`config.mk`:
```
export PLATFORM = sky130hd
export DESIGN_NAME = clause_bin_loader_flat
export DESIGN_NICKNAME = d
export VERILOG_FILES = /design/src/rtl/sat_loader_pkg.sv /design/src/rtl/clause_bin_loader_if.sv /design/src/rtl/lit_counter.sv /design/src/rtl/clause_bin_loader.sv /design/src/flat_wrapper.sv
export SDC_FILE = /design/constraint.sdc
export NUM_CORES = 1
export LEC_CHECK = 0
export ABC_CLOCK_PERIOD_IN_PS = 3100
export BUFFER_PORTS_ARGS = -buffer_cell sky130_fd_sc_hd__buf_2
export CAP_MARGIN = 20
export CORE_ASPECT_RATIO = 0.8
export CORE_MARGIN = 10
export CORE_UTILIZATION = 50
export CTS_CLUSTER_SIZE = 40
export DETAILED_ROUTE_END_ITERATION = 16
export GPL_TIMING_DRIVEN = 1
export PLACE_DENSITY = 0.84
export SYNTH_ARGS = -nofsm -noshare
export SYNTH_HDL_FRONTEND = slang
export SYNTH_SLANG_ARGS = --single-unit
export TNS_END_PERCENT = 5
```
`constraint.sdc`:
```
create_clock -name clk -period 3.1 [get_ports clk]
set_clock_uncertainty 0.05 [all_clocks]
set_input_delay 0.155 -clock clk [delete_from_list [all_inputs] [get_ports clk]]
set_output_delay 0.155 -clock clk [all_outputs]
set_load 0.01 [all_outputs]
```
`src/rtl/sat_loader_pkg.sv`:
```
// Shared types and helpers for the clause array loader: FSM states, literal codes
// and the saturating literal-count function.
package sat_loader_pkg;

  typedef enum logic [2:0] {
    ST_IDLE,
    ST_LOAD,
    ST_RD_ISSUE,
    ST_RD_HOLD,
    ST_DONE
  } state_e;

  localparam logic [1:0] LIT_NONE = 2'b00;
  localparam logic [1:0] LIT_POS  = 2'b01;
  localparam logic [1:0] LIT_NEG  = 2'b10;
  localparam logic [1:0] LIT_BAD  = 2'b11;

  // Clamp a literal count to the largest value a w-bit length field can hold.
  function automatic int unsigned sat_count(input int unsigned n, input int unsigned w);
    int unsigned lim;
    lim = (32'd1 << w) - 32'd1;
    return (n > lim) ? lim : n;
  endfunction

endpackage

```
`src/rtl/clause_bin_loader_if.sv`:
```
// Bus bundle between the loader, its input/output streams and the clause array rows.
// master: the loader; slave: the stream source/sink and the array.
interface clause_bin_loader_if #(
  parameter int unsigned NUM_VARS    = 8,
  parameter int unsigned NUM_CLAUSES = 8,
  parameter int unsigned WIDTH_C_LEN = 4
);
  logic                               in_valid_i;
  logic                               in_ready_o;
  logic [NUM_VARS*2-1:0]              in_clause_i;
  logic [NUM_CLAUSES-1:0]             wr_o;
  logic [NUM_CLAUSES-1:0]             rd_o;
  logic [NUM_VARS*2-1:0]              clause_o;
  logic [WIDTH_C_LEN-1:0]             clause_len_o;
  logic [NUM_VARS*2-1:0]              clause_i;
  logic [WIDTH_C_LEN*NUM_CLAUSES-1:0] clause_len_i;
  logic                               out_valid_o;
  logic                               out_ready_i;
  logic [NUM_VARS*2-1:0]              out_clause_o;
  logic [WIDTH_C_LEN-1:0]             out_len_o;

  modport master (
    input  in_valid_i, in_clause_i, clause_i, clause_len_i, out_ready_i,
    output in_ready_o, wr_o, rd_o, clause_o, clause_len_o, out_valid_o, out_clause_o, out_len_o
  );

  modport slave (
    output in_valid_i, in_clause_i, clause_i, clause_len_i, out_ready_i,
    input  in_ready_o, wr_o, rd_o, clause_o, clause_len_o, out_valid_o, out_clause_o, out_len_o
  );
endinterface

```
`src/rtl/lit_counter.sv`:
```
// Combinational literal count over NUM_VARS 2-bit fields, saturated to WIDTH_C_LEN bits,
// plus the illegal-code / empty / saturated flags used by the beat checker.
module lit_counter
  import sat_loader_pkg::*;
#(
  parameter int unsigned NUM_VARS    = 8,
  parameter int unsigned WIDTH_C_LEN = 4
) (
  input  logic [NUM_VARS*2-1:0]  clause,
  output logic [WIDTH_C_LEN-1:0] len_c,
  output logic                   bad_c,
  output logic                   zero_c,
  output logic                   sat_c
);
  int unsigned n;

  always_comb begin
    n     = 0;
    bad_c = 1'b0;
    for (int i = 0; i < int'(NUM_VARS); i++) begin
      if (clause[2*i +: 2] != LIT_NONE) n = n + 1;
      if (clause[2*i +: 2] == LIT_BAD)  bad_c = 1'b1;
    end
    len_c  = WIDTH_C_LEN'(sat_count(n, WIDTH_C_LEN));
    zero_c = (n == 0);
    sat_c  = (n > sat_count(n, WIDTH_C_LEN));
  end
endmodule

```
`src/rtl/clause_bin_loader.sv`:
```
// Load/readback sequencer for the clause array rows.
// Optional beat checker (sticky err_o) enabled by `define CLAUSE_BIN_LOADER_CHECK_EN.
module clause_bin_loader
  import sat_loader_pkg::*;
#(
  parameter int unsigned NUM_VARS    = 8,
  parameter int unsigned NUM_CLAUSES = 8,
  parameter int unsigned WIDTH_C_LEN = 4,
  parameter int unsigned WIDTH_IDX   = 4
) (
  input  logic                 clk,
  input  logic                 rst,
  input  logic                 start_load_i,
  input  logic                 start_rd_i,
  input  logic [WIDTH_IDX-1:0] num_clauses_i,
  clause_bin_loader_if.master  bus,
  output logic                 busy_o,
  output logic                 done_o
`ifdef CLAUSE_BIN_LOADER_CHECK_EN
  ,
  output logic                 err_o
`endif
);
  localparam int unsigned CW = NUM_VARS * 2;
  localparam logic [WIDTH_IDX-1:0] MAX_CNT = WIDTH_IDX'(NUM_CLAUSES);

  state_e                 state, state_nxt;
  logic [WIDTH_IDX-1:0]   idx, idx_nxt, cnt, cnt_nxt;
  logic [NUM_CLAUSES-1:0] wr_q, wr_nxt;
  logic [CW-1:0]          clause_q, clause_nxt, out_clause_q, out_clause_nxt;
  logic [WIDTH_C_LEN-1:0] len_q, len_nxt, out_len_q, out_len_nxt;
  logic [WIDTH_C_LEN-1:0] lit_len_c, row_len_c;
  logic                   out_valid_q, out_valid_nxt, busy_q, done_q;
  logic                   accept_c, is_last_c, lit_bad_c, lit_zero_c, lit_sat_c;

  lit_counter #(.NUM_VARS(NUM_VARS), .WIDTH_C_LEN(WIDTH_C_LEN)) u_lit (
    .clause (bus.in_clause_i),
    .len_c  (lit_len_c),
    .bad_c  (lit_bad_c),
    .zero_c (lit_zero_c),
    .sat_c  (lit_sat_c)
  );

  assign accept_c = (state == ST_LOAD) && (cnt != '0) && bus.in_valid_i;
  assign is_last_c = (idx == cnt - WIDTH_IDX'(1));

  // Length slice of the currently selected row.
  always_comb begin
    row_len_c = '0;
    for (int r = 0; r < int'(NUM_CLAUSES); r++) begin
      if (idx == WIDTH_IDX'(r)) row_len_c = bus.clause_len_i[r*WIDTH_C_LEN +: WIDTH_C_LEN];
    end
  end

  always_comb begin
    state_nxt      = state;
    idx_nxt        = idx;
    cnt_nxt        = cnt;
    wr_nxt         = '0;
    clause_nxt     = clause_q;
    len_nxt        = len_q;
    out_valid_nxt  = 1'b0;
    out_clause_nxt = out_clause_q;
    out_len_nxt    = out_len_q;
    unique case (state)
      ST_IDLE: begin
        if (start_load_i || start_rd_i) begin
          state_nxt = start_load_i ? ST_LOAD : ST_RD_ISSUE;
          cnt_nxt   = (num_clauses_i > MAX_CNT) ? MAX_CNT : num_clauses_i;
          idx_nxt   = '0;
        end
      end
      ST_LOAD: begin
        if (cnt == '0) begin
          state_nxt = ST_DONE;
        end else if (accept_c) begin
          wr_nxt     = NUM_CLAUSES'(1) << idx;
          clause_nxt = bus.in_clause_i;
          len_nxt    = lit_len_c;
          if (is_last_c) begin
            state_nxt = ST_DONE;
            idx_nxt   = '0;
          end else begin
            idx_nxt = idx + WIDTH_IDX'(1);
          end
        end
      end
      ST_RD_ISSUE: begin
        if (cnt == '0) begin
          state_nxt = ST_DONE;
        end else begin
          out_clause_nxt = bus.clause_i;
          out_len_nxt    = row_len_c;
          out_valid_nxt  = 1'b1;
          state_nxt      = ST_RD_HOLD;
        end
      end
      ST_RD_HOLD: begin
        out_valid_nxt = 1'b1;
        if (bus.out_ready_i) begin
          out_valid_nxt = 1'b0;
          if (is_last_c) begin
            state_nxt = ST_DONE;
            idx_nxt   = '0;
          end else begin
            state_nxt = ST_RD_ISSUE;
            idx_nxt   = idx + WIDTH_IDX'(1);
          end
        end
      end
      ST_DONE: state_nxt = ST_IDLE;
      default: state_nxt = ST_IDLE;
    endcase
  end

  always_ff @(posedge clk or posedge rst) begin
    if (rst) begin
      state        <= ST_IDLE;
      idx          <= '0;
      cnt          <= '0;
      wr_q         <= '0;
      clause_q     <= '0;
      len_q        <= '0;
      out_valid_q  <= 1'b0;
      out_clause_q <= '0;
      out_len_q    <= '0;
      busy_q       <= 1'b0;
      done_q       <= 1'b0;
    end else begin
      state        <= state_nxt;
      idx          <= idx_nxt;
      cnt          <= cnt_nxt;
      wr_q         <= wr_nxt;
      clause_q     <= clause_nxt;
      len_q        <= len_nxt;
      out_valid_q  <= out_valid_nxt;
      out_clause_q <= out_clause_nxt;
      out_len_q    <= out_len_nxt;
      busy_q       <= (state_nxt != ST_IDLE);
      done_q       <= (state == ST_DONE);
    end
  end

  // Row select is decoded from registered state so the array answers within the issue cycle.
  assign bus.rd_o         = (state == ST_RD_ISSUE && cnt != '0) ? (NUM_CLAUSES'(1) << idx) : '0;
  assign bus.in_ready_o   = (state == ST_LOAD);
  assign bus.wr_o         = wr_q;
  assign bus.clause_o     = clause_q;
  assign bus.clause_len_o = len_q;
  assign bus.out_valid_o  = out_valid_q;
  assign bus.out_clause_o = out_clause_q;
  assign bus.out_len_o    = out_len_q;
  assign busy_o           = busy_q;
  assign done_o           = done_q;

`ifdef CLAUSE_BIN_LOADER_CHECK_EN
  logic err_q;

  // Sticky flag for illegal, empty or saturating beats; the beat is written regardless.
  always_ff @(posedge clk or posedge rst) begin
    if (rst) begin
      err_q <= 1'b0;
    end else if (state == ST_IDLE && start_load_i) begin
      err_q <= 1'b0;
    end else if (accept_c && (lit_bad_c || lit_zero_c || lit_sat_c)) begin
      err_q <= 1'b1;
    end
  end

  assign err_o = err_q;
`else
  logic unused_lit_flags;
  assign unused_lit_flags = lit_bad_c | lit_zero_c | lit_sat_c;
`endif
endmodule

```
`src/flat_wrapper.sv`:
```
// flat-port wrapper written by rule: the top's interface ports become plain ports
module clause_bin_loader_flat import sat_loader_pkg::*;
#(
  parameter int unsigned NUM_VARS    = 8,
  parameter int unsigned NUM_CLAUSES = 8,
  parameter int unsigned WIDTH_C_LEN = 4,
  parameter int unsigned WIDTH_IDX   = 4
)
  (clk, rst, start_load_i, start_rd_i, num_clauses_i, busy_o, done_o, bus_in_valid_i, bus_in_clause_i, bus_clause_i, bus_clause_len_i, bus_out_ready_i, bus_in_ready_o, bus_wr_o, bus_rd_o, bus_clause_o, bus_clause_len_o, bus_out_valid_o, bus_out_clause_o, bus_out_len_o);
  clause_bin_loader_if #(.NUM_VARS(NUM_VARS), .NUM_CLAUSES(NUM_CLAUSES), .WIDTH_C_LEN(WIDTH_C_LEN)) bus_i ();
  input  logic clk;
  input  logic rst;
  input  logic start_load_i;
  input  logic start_rd_i;
  input  logic [WIDTH_IDX-1:0] num_clauses_i;
  output logic busy_o;
  output logic done_o;
  input wire logic [$bits(bus_i.in_valid_i)-1:0] bus_in_valid_i;
  input wire logic [$bits(bus_i.in_clause_i)-1:0] bus_in_clause_i;
  input wire logic [$bits(bus_i.clause_i)-1:0] bus_clause_i;
  input wire logic [$bits(bus_i.clause_len_i)-1:0] bus_clause_len_i;
  input wire logic [$bits(bus_i.out_ready_i)-1:0] bus_out_ready_i;
  output wire logic [$bits(bus_i.in_ready_o)-1:0] bus_in_ready_o;
  output wire logic [$bits(bus_i.wr_o)-1:0] bus_wr_o;
  output wire logic [$bits(bus_i.rd_o)-1:0] bus_rd_o;
  output wire logic [$bits(bus_i.clause_o)-1:0] bus_clause_o;
  output wire logic [$bits(bus_i.clause_len_o)-1:0] bus_clause_len_o;
  output wire logic [$bits(bus_i.out_valid_o)-1:0] bus_out_valid_o;
  output wire logic [$bits(bus_i.out_clause_o)-1:0] bus_out_clause_o;
  output wire logic [$bits(bus_i.out_len_o)-1:0] bus_out_len_o;
  assign bus_i.in_valid_i = bus_in_valid_i;
  assign bus_i.in_clause_i = bus_in_clause_i;
  assign bus_i.clause_i = bus_clause_i;
  assign bus_i.clause_len_i = bus_clause_len_i;
  assign bus_i.out_ready_i = bus_out_ready_i;
  assign bus_in_ready_o = bus_i.in_ready_o;
  assign bus_wr_o = bus_i.wr_o;
  assign bus_rd_o = bus_i.rd_o;
  assign bus_clause_o = bus_i.clause_o;
  assign bus_clause_len_o = bus_i.clause_len_o;
  assign bus_out_valid_o = bus_i.out_valid_o;
  assign bus_out_clause_o = bus_i.out_clause_o;
  assign bus_out_len_o = bus_i.out_len_o;
  clause_bin_loader #(.NUM_VARS(NUM_VARS), .NUM_CLAUSES(NUM_CLAUSES), .WIDTH_C_LEN(WIDTH_C_LEN), .WIDTH_IDX(WIDTH_IDX)) u_core (.clk(clk), .rst(rst), .start_load_i(start_load_i), .start_rd_i(start_rd_i), .num_clauses_i(num_clauses_i), .bus(bus_i), .busy_o(busy_o), .done_o(done_o));
endmodule
```
==> qor.yml, run 1 <==
logic_synthesis:
  synth_top_area_frac: 0.4403
  synth-warning-count: 0
  yosys-top-cells-count: "nand2_1, dfrtp_1, o21ai_0"
  synthXorXnorAreaFrac: 0.05717
  yosysTopAreaCell: "dfrtp_1"
  synth_cell_types: 46
  synth_fa_ha_area_frac: 0.04972
  syn_area_um2: 3523
  synth-simple-area-share: 0.1985
  synth.net_count: 463
  synth_top_family_by_area: "simple AND/OR/NAND/NOR gates"
  muxShareOfSynthArea: 0.08274
  ys_ff_latch: 62
  synth-compound-area-share: 0.1385
  synth_sequential_area_ratio: 0.4403
  async_reset_ff_frac: 1.000
  synthTopCellsByArea: "dfrtp_1, nand2_1, mux2_2, ha_1, o21ai_0"
  ys.flop_type: "dfrtp_1"
  synthCells: 375
  synth_edf_count: 0
  syn_area_per_cell_um2: 9.396
  yosysMostFrequentCell: "nand2_1"
final_layout:
  layout-drive-gt1-share: 0.4250
  fin_nets: 650
  area_delta_synth_final_pct: 46.63
  final_core_util: 0.7533
clock_tree:
  clockBufferDepth: 2
  clock_latency_ns: 0.34
  cts.sinks: 62
  tritoncts: "done"
  htree_num_levels: 3
  cts-root-buf: "clkbuf_8"
  clk_pin_slew_ns: 0.07
  numCtsBuffers: 9
timing:
  slew_violations: 0
  min_period_over_period: 1.176
  rsz0062_at_grt: "yes"
  final.setup.worst_slack_ns: -0.5464
  setup_viol: 4
  finalHoldViolCount: 0
  relSlewSlack: 0.4085
  min_period_ns: 3.646
  fmax_ghz: 0.2742
  worst_pin_slew_ns: 0.8859
worst_setup_path:
  ff2ff_path_depth: 7
  critical_path_required_ns: 3.32
  path_class: "in -> reg"
  end_kind: "flip-flop"
  start_kind: "input pin"
  arrival_ns: 3.87
  path_max_fanout: 3
  regToRegSetupSlack_ns: 0.63
power:
  p_per_area_nw_per_um2: 873.5
  peakVddDrop_uv: 574.5
  p_leak_uw: 0.002647
global_route:
  grt_usage: 0.1971
  antenna_found_initial: 1
  grt_max_degree: 44
  grt_overflow: 0
  grt_first_pass_wirelength_um: 17410
  grt_pass1_vias: 3569
route:
  first_pass_iters: 6
  wl_um: 11280
  wl_per_cell_um: 17.23
  drc: 0
  via_per_inst: 5.417
  drtIter0Drc: 218
  vias: 3548
  antenna_left: 0
floorplanning:
  die_area_um2: 10830
  io_pins: 134
  fp.dieW_um: 113.9
  rows: 27
  core_area_um2: 6858
  die_h_um: 95.08
  start_util: 0.5138
status:
  outcome: "finished, violations left"
  failed_checks: "negative setup slack"
place:
  hpwl_um: 7829
  post-place-ws_ns: -0.9811
  gp_congestion: 0.8879
  port_buffers: 133
run:
  max-cap-violations: 0
min_path:
  min_path_cells: 3
  hold_path_class: "in -> reg"
[per-stage QoR]
stage               total power (uW)  hold WS (ns)  std cells  instance area [um^2]  setup TNS, ns
floorplan                       2699        0.2104        375                  3572         -2.914
global placement                3341        0.3372        612                  4534         -3.297
detailed placement              3428        0.3435        612                  4534         -3.865
CTS                             4384     0.0003657        651                  5050         -2.024
global route                    4829       0.01655        655                  5166         -2.653
finish                          4513       0.01269        655                  5166         -2.069
[layer usage]
layer,vias to the layer above,wire length (um),track usage
met5,-,0,0
met1,1666,4675,0.2327
met2,174,5610,0.3443
li1,1680,-,-
met4,0,221,0.07083
met3,28,776,0.04896
[placed cells by master, fill, tap and decap left out, drive strengths merged, types with 8 or more instances in the layout]
master,n
dfrtp,62
clkbuf,9
xnor2,10
o21ai,32
nand2,73
buf,172
inv,16
ha,14
a22oi,8
mux2,17
and3,15
nor2,24
dlygate4sd3,20
a21oi,10
[registers in the layout (all words and copies together) (netlist names)]
name and count:
u_core.cnt 4, u_core.bus.clause_o 16, u_core.idx 4, u_core.done_o 1, u_core.bus.out_clause_o 16, u_core.bus.out_len_o 4, u_core.state 3, u_core.bus.out_valid_o 1
u_core.busy_o 1, u_core.bus.clause_len_o 4, u_core.bus.wr_o 8
[power by group]
group	total [uW]	internal (uW)	switching (uW)	leakage, uW
registers	1360	1140	221	0.000778
clock network	874	538	336	0.000124
logic	2280	1050	1230	0.00175
[cell families (layout without fill, tap and decap cells)]
| logic type | Yosys count | count (layout) |
|---|---|---|
| AO/OA/AOI/OAI | 77 | 77 |
| XOR/XNOR | 19 | 19 |
| adder cells (fa/ha/maj) | 14 | 14 |
| buffers and inverters | 31 | 223 |
| flip-flops | 62 | 62 |
| multiplexers | 22 | 22 |
| other | 0 | 1 |
| AND/OR/NAND/NOR | 150 | 150 |
[path summary, 6_finish.rpt]
path,from,to
worst max-delay path,bus_in_clause_i[0],u_core.bus.clause_len_o[3]$_DFFE_PP0P_
worst min-delay path,bus_in_clause_i[11],u_core.bus.clause_o[11]$_DFFE_PP0P_
worst max register to register,u_core.state[0]$_DFF_PP0_,u_core.busy_o$_DFF_PP0_
worst min register to register,u_core.bus.clause_o[1]$_DFFE_PP0P_,u_core.bus.clause_o[1]$_DFFE_PP0P_
max in group asynchronous,rst,u_core.state[1]$_DFF_PP0_
min in group asynchronous,rst,u_core.bus.out_clause_o[3]$_DFFE_PP0P_
[timing repair]
action,in CTS,in global routing
pin swaps,6,8
endpoints found under the hold margin,60,1
endpoints found under the setup margin,4,4
gates resized for setup,8,17
setup buffers,4,2
hold buffers,19,1
[cell type report]
cell class | count | area [um^2]
fill | 501 | 1692
sequential | 62 | 1551
multi-input combinational | 282 | 2031
clock buffer | 9 | 123.9
antenna | 1 | 2.502
timing repair buffer | 192 | 1171
clock inverter | 7 | 121.4
inverter | 15 | 56.30
tap | 87 | 108.9
[worst max-delay path: stages]
cell and delay [ns]:
buf_6 0.09, or2_4 0.25, ha_4 0.29, o21a_1 0.15
nor2_1 0.06, ha_1 0.32, a21oi_2 0.18, inv_2 0.06
ha_4 0.27, o21ba_4 0.15, a21oi_2 0.12, ha_1 0.24
o21ai_1 0.07, o21ai_1 0.11, o21ai_2 0.10, inv_2 0.07
ha_4 0.22, o21ai_4 0.14, inv_2 0.06, ha_4 0.16
o21ai_4 0.07, a21oi_1 0.06, nand2_1 0.12, o21ai_1 0.07
and3_1 0.18, o21ai_1 0.11
Note: power is estimated with default switching activity, not from simulation.
==> run 2, diff against run 1 <==
- CORE_UTILIZATION: 50 -> 45
- PLACE_DENSITY: 0.84 -> 0.77
==> run 2 against run 1 <==
Against the previous run:
- the run still ends with negative setup slack left
- flip-flop and latch count unchanged
- highest routed layer unchanged
- critical path depth unchanged
- sequential share of layout area increased by 0.20 points
- largest cell class unchanged
- routed wire length increased by 0.66%
- utilization decreased by 6.9 points
- critical path type unchanged
==> qor.yml, run 2 (synthesis gave the netlist of run 1 again) <==
route:
  drtIter0Drc: 205  # -6.0%
  antenna_left: 0  # unchanged
  drc: 0  # unchanged
  first_pass_iters: 4  # -2
  vias: 3483  # -1.8%
  via_per_inst: 5.199  # -4.0%
  wl_per_cell_um: 16.95  # -1.6%
  wl_um: 11360  # +0.66%
floorplanning:
  die_h_um: 99.15  # +4.3%
  die_area_um2: 11790  # +8.9%
  core_area_um2: 7497  # +9.3%
  rows: 28  # +3.7%
  io_pins: 134  # unchanged
  fp.dieW_um: 118.9  # +4.5%
  start_util: 0.4700  # -0.04381
power:
  switchingPower_uw: 1763  # -1.3%
  p_leak_uw: 0.002628  # -0.73%
  p_int_uw: 2700  # -1.0%
  p_per_area_nw_per_um2: 869.5  # -0.46%
  switching_share: 0.3950  # -0.0006249
  peakVddDrop_uv: 578.4  # +0.68%
  power_frac_seq: 0.304  # +0.003
  power_frac_clock: 0.198  # +0.004
  finalPower_uw: 4462  # -1.1%
  p_comb_frac: 0.498  # -0.008
timing:
  worst_pin_slew_ns: 0.8162  # -0.06967 ns
  relSlewSlack: 0.4559  # +0.04730
  rsz0062_at_grt: "yes"
  setup_viol: 4  # unchanged
  final.setup.worst_slack_ns: -0.5760  # -0.02960 ns
  min_period_over_period: 1.186  # +0.009550
  finalHoldViolCount: 0  # unchanged
  fmax_ghz: 0.2720  # -0.81%
  min_period_ns: 3.676  # +0.02961 ns
  tns_ns: -2.209  # -0.1400 ns
  slew_violations: 0  # unchanged
  hold_slack_ns: 0.02528  # +0.01259 ns
final_layout:
  final_cell_mix: "buf_2, nand2_1, dfrtp_1"
  diodes: 0  # -1
  area_delta_synth_final_pct: 45.67
  layout.cells.non_filler: 670  # +2.3%
  fin_nets: 648  # -0.31%
  layout-drive-gt1-share: 0.4142  # -0.01088
  final_area_um2: 5132  # -0.65%
  final_common_cell: "buf_2"
place:
  hpwl_um: 8136  # +3.9%
  place_inst: 631  # +3.1%
  port_buffers: 133  # unchanged
  place_area_um2: 4564  # +0.66%
  gp_congestion: 0.9727  # +9.6%
worst_setup_path:
  arrival_ns: 3.89  # +0.02 ns
  path_max_fanout: 3  # unchanged
  path_class: "in -> reg"
  critical_path_required_ns: 3.31  # about the same
  end_kind: "flip-flop"
  start_kind: "input pin"
global_route:
  grt_max_degree: 35  # -20%
  grt_pass1_vias: 3534  # -0.98%
  grt_first_pass_wirelength_um: 18100  # +4.0%
  antenna_found_initial: 0  # -1
  grt_overflow: 0  # unchanged
  grt_usage: 0.1854  # -0.01173
run:
  max-cap-violations: 0  # unchanged
clock_tree:
  htree_num_levels: 3  # unchanged
  cts.sinks: 62  # unchanged
  clockBufferDepth: 2  # unchanged
  tritoncts: "done"
  cts-root-buf: "clkbuf_8"
  numCtsBuffers: 9  # unchanged
  clock_latency_ns: 0.34  # about the same
  clk_pin_slew_ns: 0.07  # about the same
status:
  failed_checks: "negative setup slack"
  outcome: "finished, violations left"
min_path:
  hold_path_class: "in -> reg"
-- run 2: worst paths after layout --
path,from,to,slack [ns],depth (start not counted)
max,bus_in_clause_i[1],u_core.bus.clause_len_o[3]$_DFFE_PP0P_,-0.58,26
min,num_clauses_i[2],u_core.cnt[2]$_DFFE_PP0P_,0.03,3
max reg2reg,u_core.cnt[0]$_DFFE_PP0P_,u_core.busy_o$_DFF_PP0_,0.62,10
min reg2reg,u_core.bus.clause_o[3]$_DFFE_PP0P_,u_core.bus.clause_o[3]$_DFFE_PP0P_,0.43,2
max in group asynchronous,rst,u_core.bus.out_clause_o[7]$_DFFE_PP0P_,1.76,4
min in group asynchronous,rst,u_core.bus.clause_len_o[2]$_DFFE_PP0P_,0.39,3
-- run 2: routing by layer --
layer / GRT usage / up-vias / routed length, um
met5: 0 / - / 0
met4: 0.05717 / 0 / 159
met3: 0.04689 / 15 / 683
met2: 0.3130 / 133 / 5657
met1: 0.2292 / 1661 / 4857
li1: - / 1674 / -
-- run 2: final cells by class --
| class | instances | area [um^2] |
|---|---|---|
| well taps | 105 | 131.4 |
| clock inverters | 7 | 121.4 |
| inverters | 15 | 56.30 |
| fillers | 594 | 2365 |
| clock buffers | 9 | 123.9 |
| multi-input cells | 282 | 1979 |
| flip-flops and latches | 62 | 1551 |
| repair buffers | 190 | 1169 |
-- run 2: power groups by stage --
stage / clock [uW] / combinational, uW / sequential, uW
after global placement: 0 / 2030 / 1340
after detailed placement: 0 / 2100 / 1360
after global routing: 938 / 2460 / 1400
final: 883 / 2220 / 1360
after floorplan: 0 / 1260 / 1440
after CTS: 905 / 2160 / 1350
-- run 2: repair_timing --
| action | CTS | global route |
|---|---|---|
| endpoints found under the setup margin | 4 | 4 |
| gates cloned | 0 | 0 |
| pin swaps | 7 | 8 |
| buffers inserted | 2 | 1 |
| resized for setup | 4 | 14 |
| endpoints found under the hold margin | 47 | 0 |
| hold buffers | 20 | 0 |
-- run 2: worst max-delay path, cell delays in order --
cell and delay [ns]:
buf_6 0.09, or2_4 0.24, ha_4 0.29, o21a_1 0.16, nor2_2 0.04, ha_1 0.33, a21oi_2 0.19, inv_2 0.07
ha_4 0.22, o21ba_4 0.22, a21oi_2 0.03, ha_1 0.30, o21ai_1 0.07, o21ai_1 0.07, o21ai_1 0.11, inv_1 0.10
ha_4 0.22, o21ai_2 0.13, inv_1 0.09, ha_4 0.17, o21ai_4 0.08, a21oi_2 0.04, nand2_1 0.10, o21ai_1 0.06
and3_1 0.17, o21ai_1 0.13
-- run 2: per-stage QoR --
stage                     utilization  setup slack [ns]
final                          0.6846           -0.5760
after global routing           0.6846           -0.7354
after CTS                      0.6737           -0.5416
after detailed placement       0.6088           -0.9856
after global placement         0.6088           -0.8440
after floorplan                     -           -0.7395
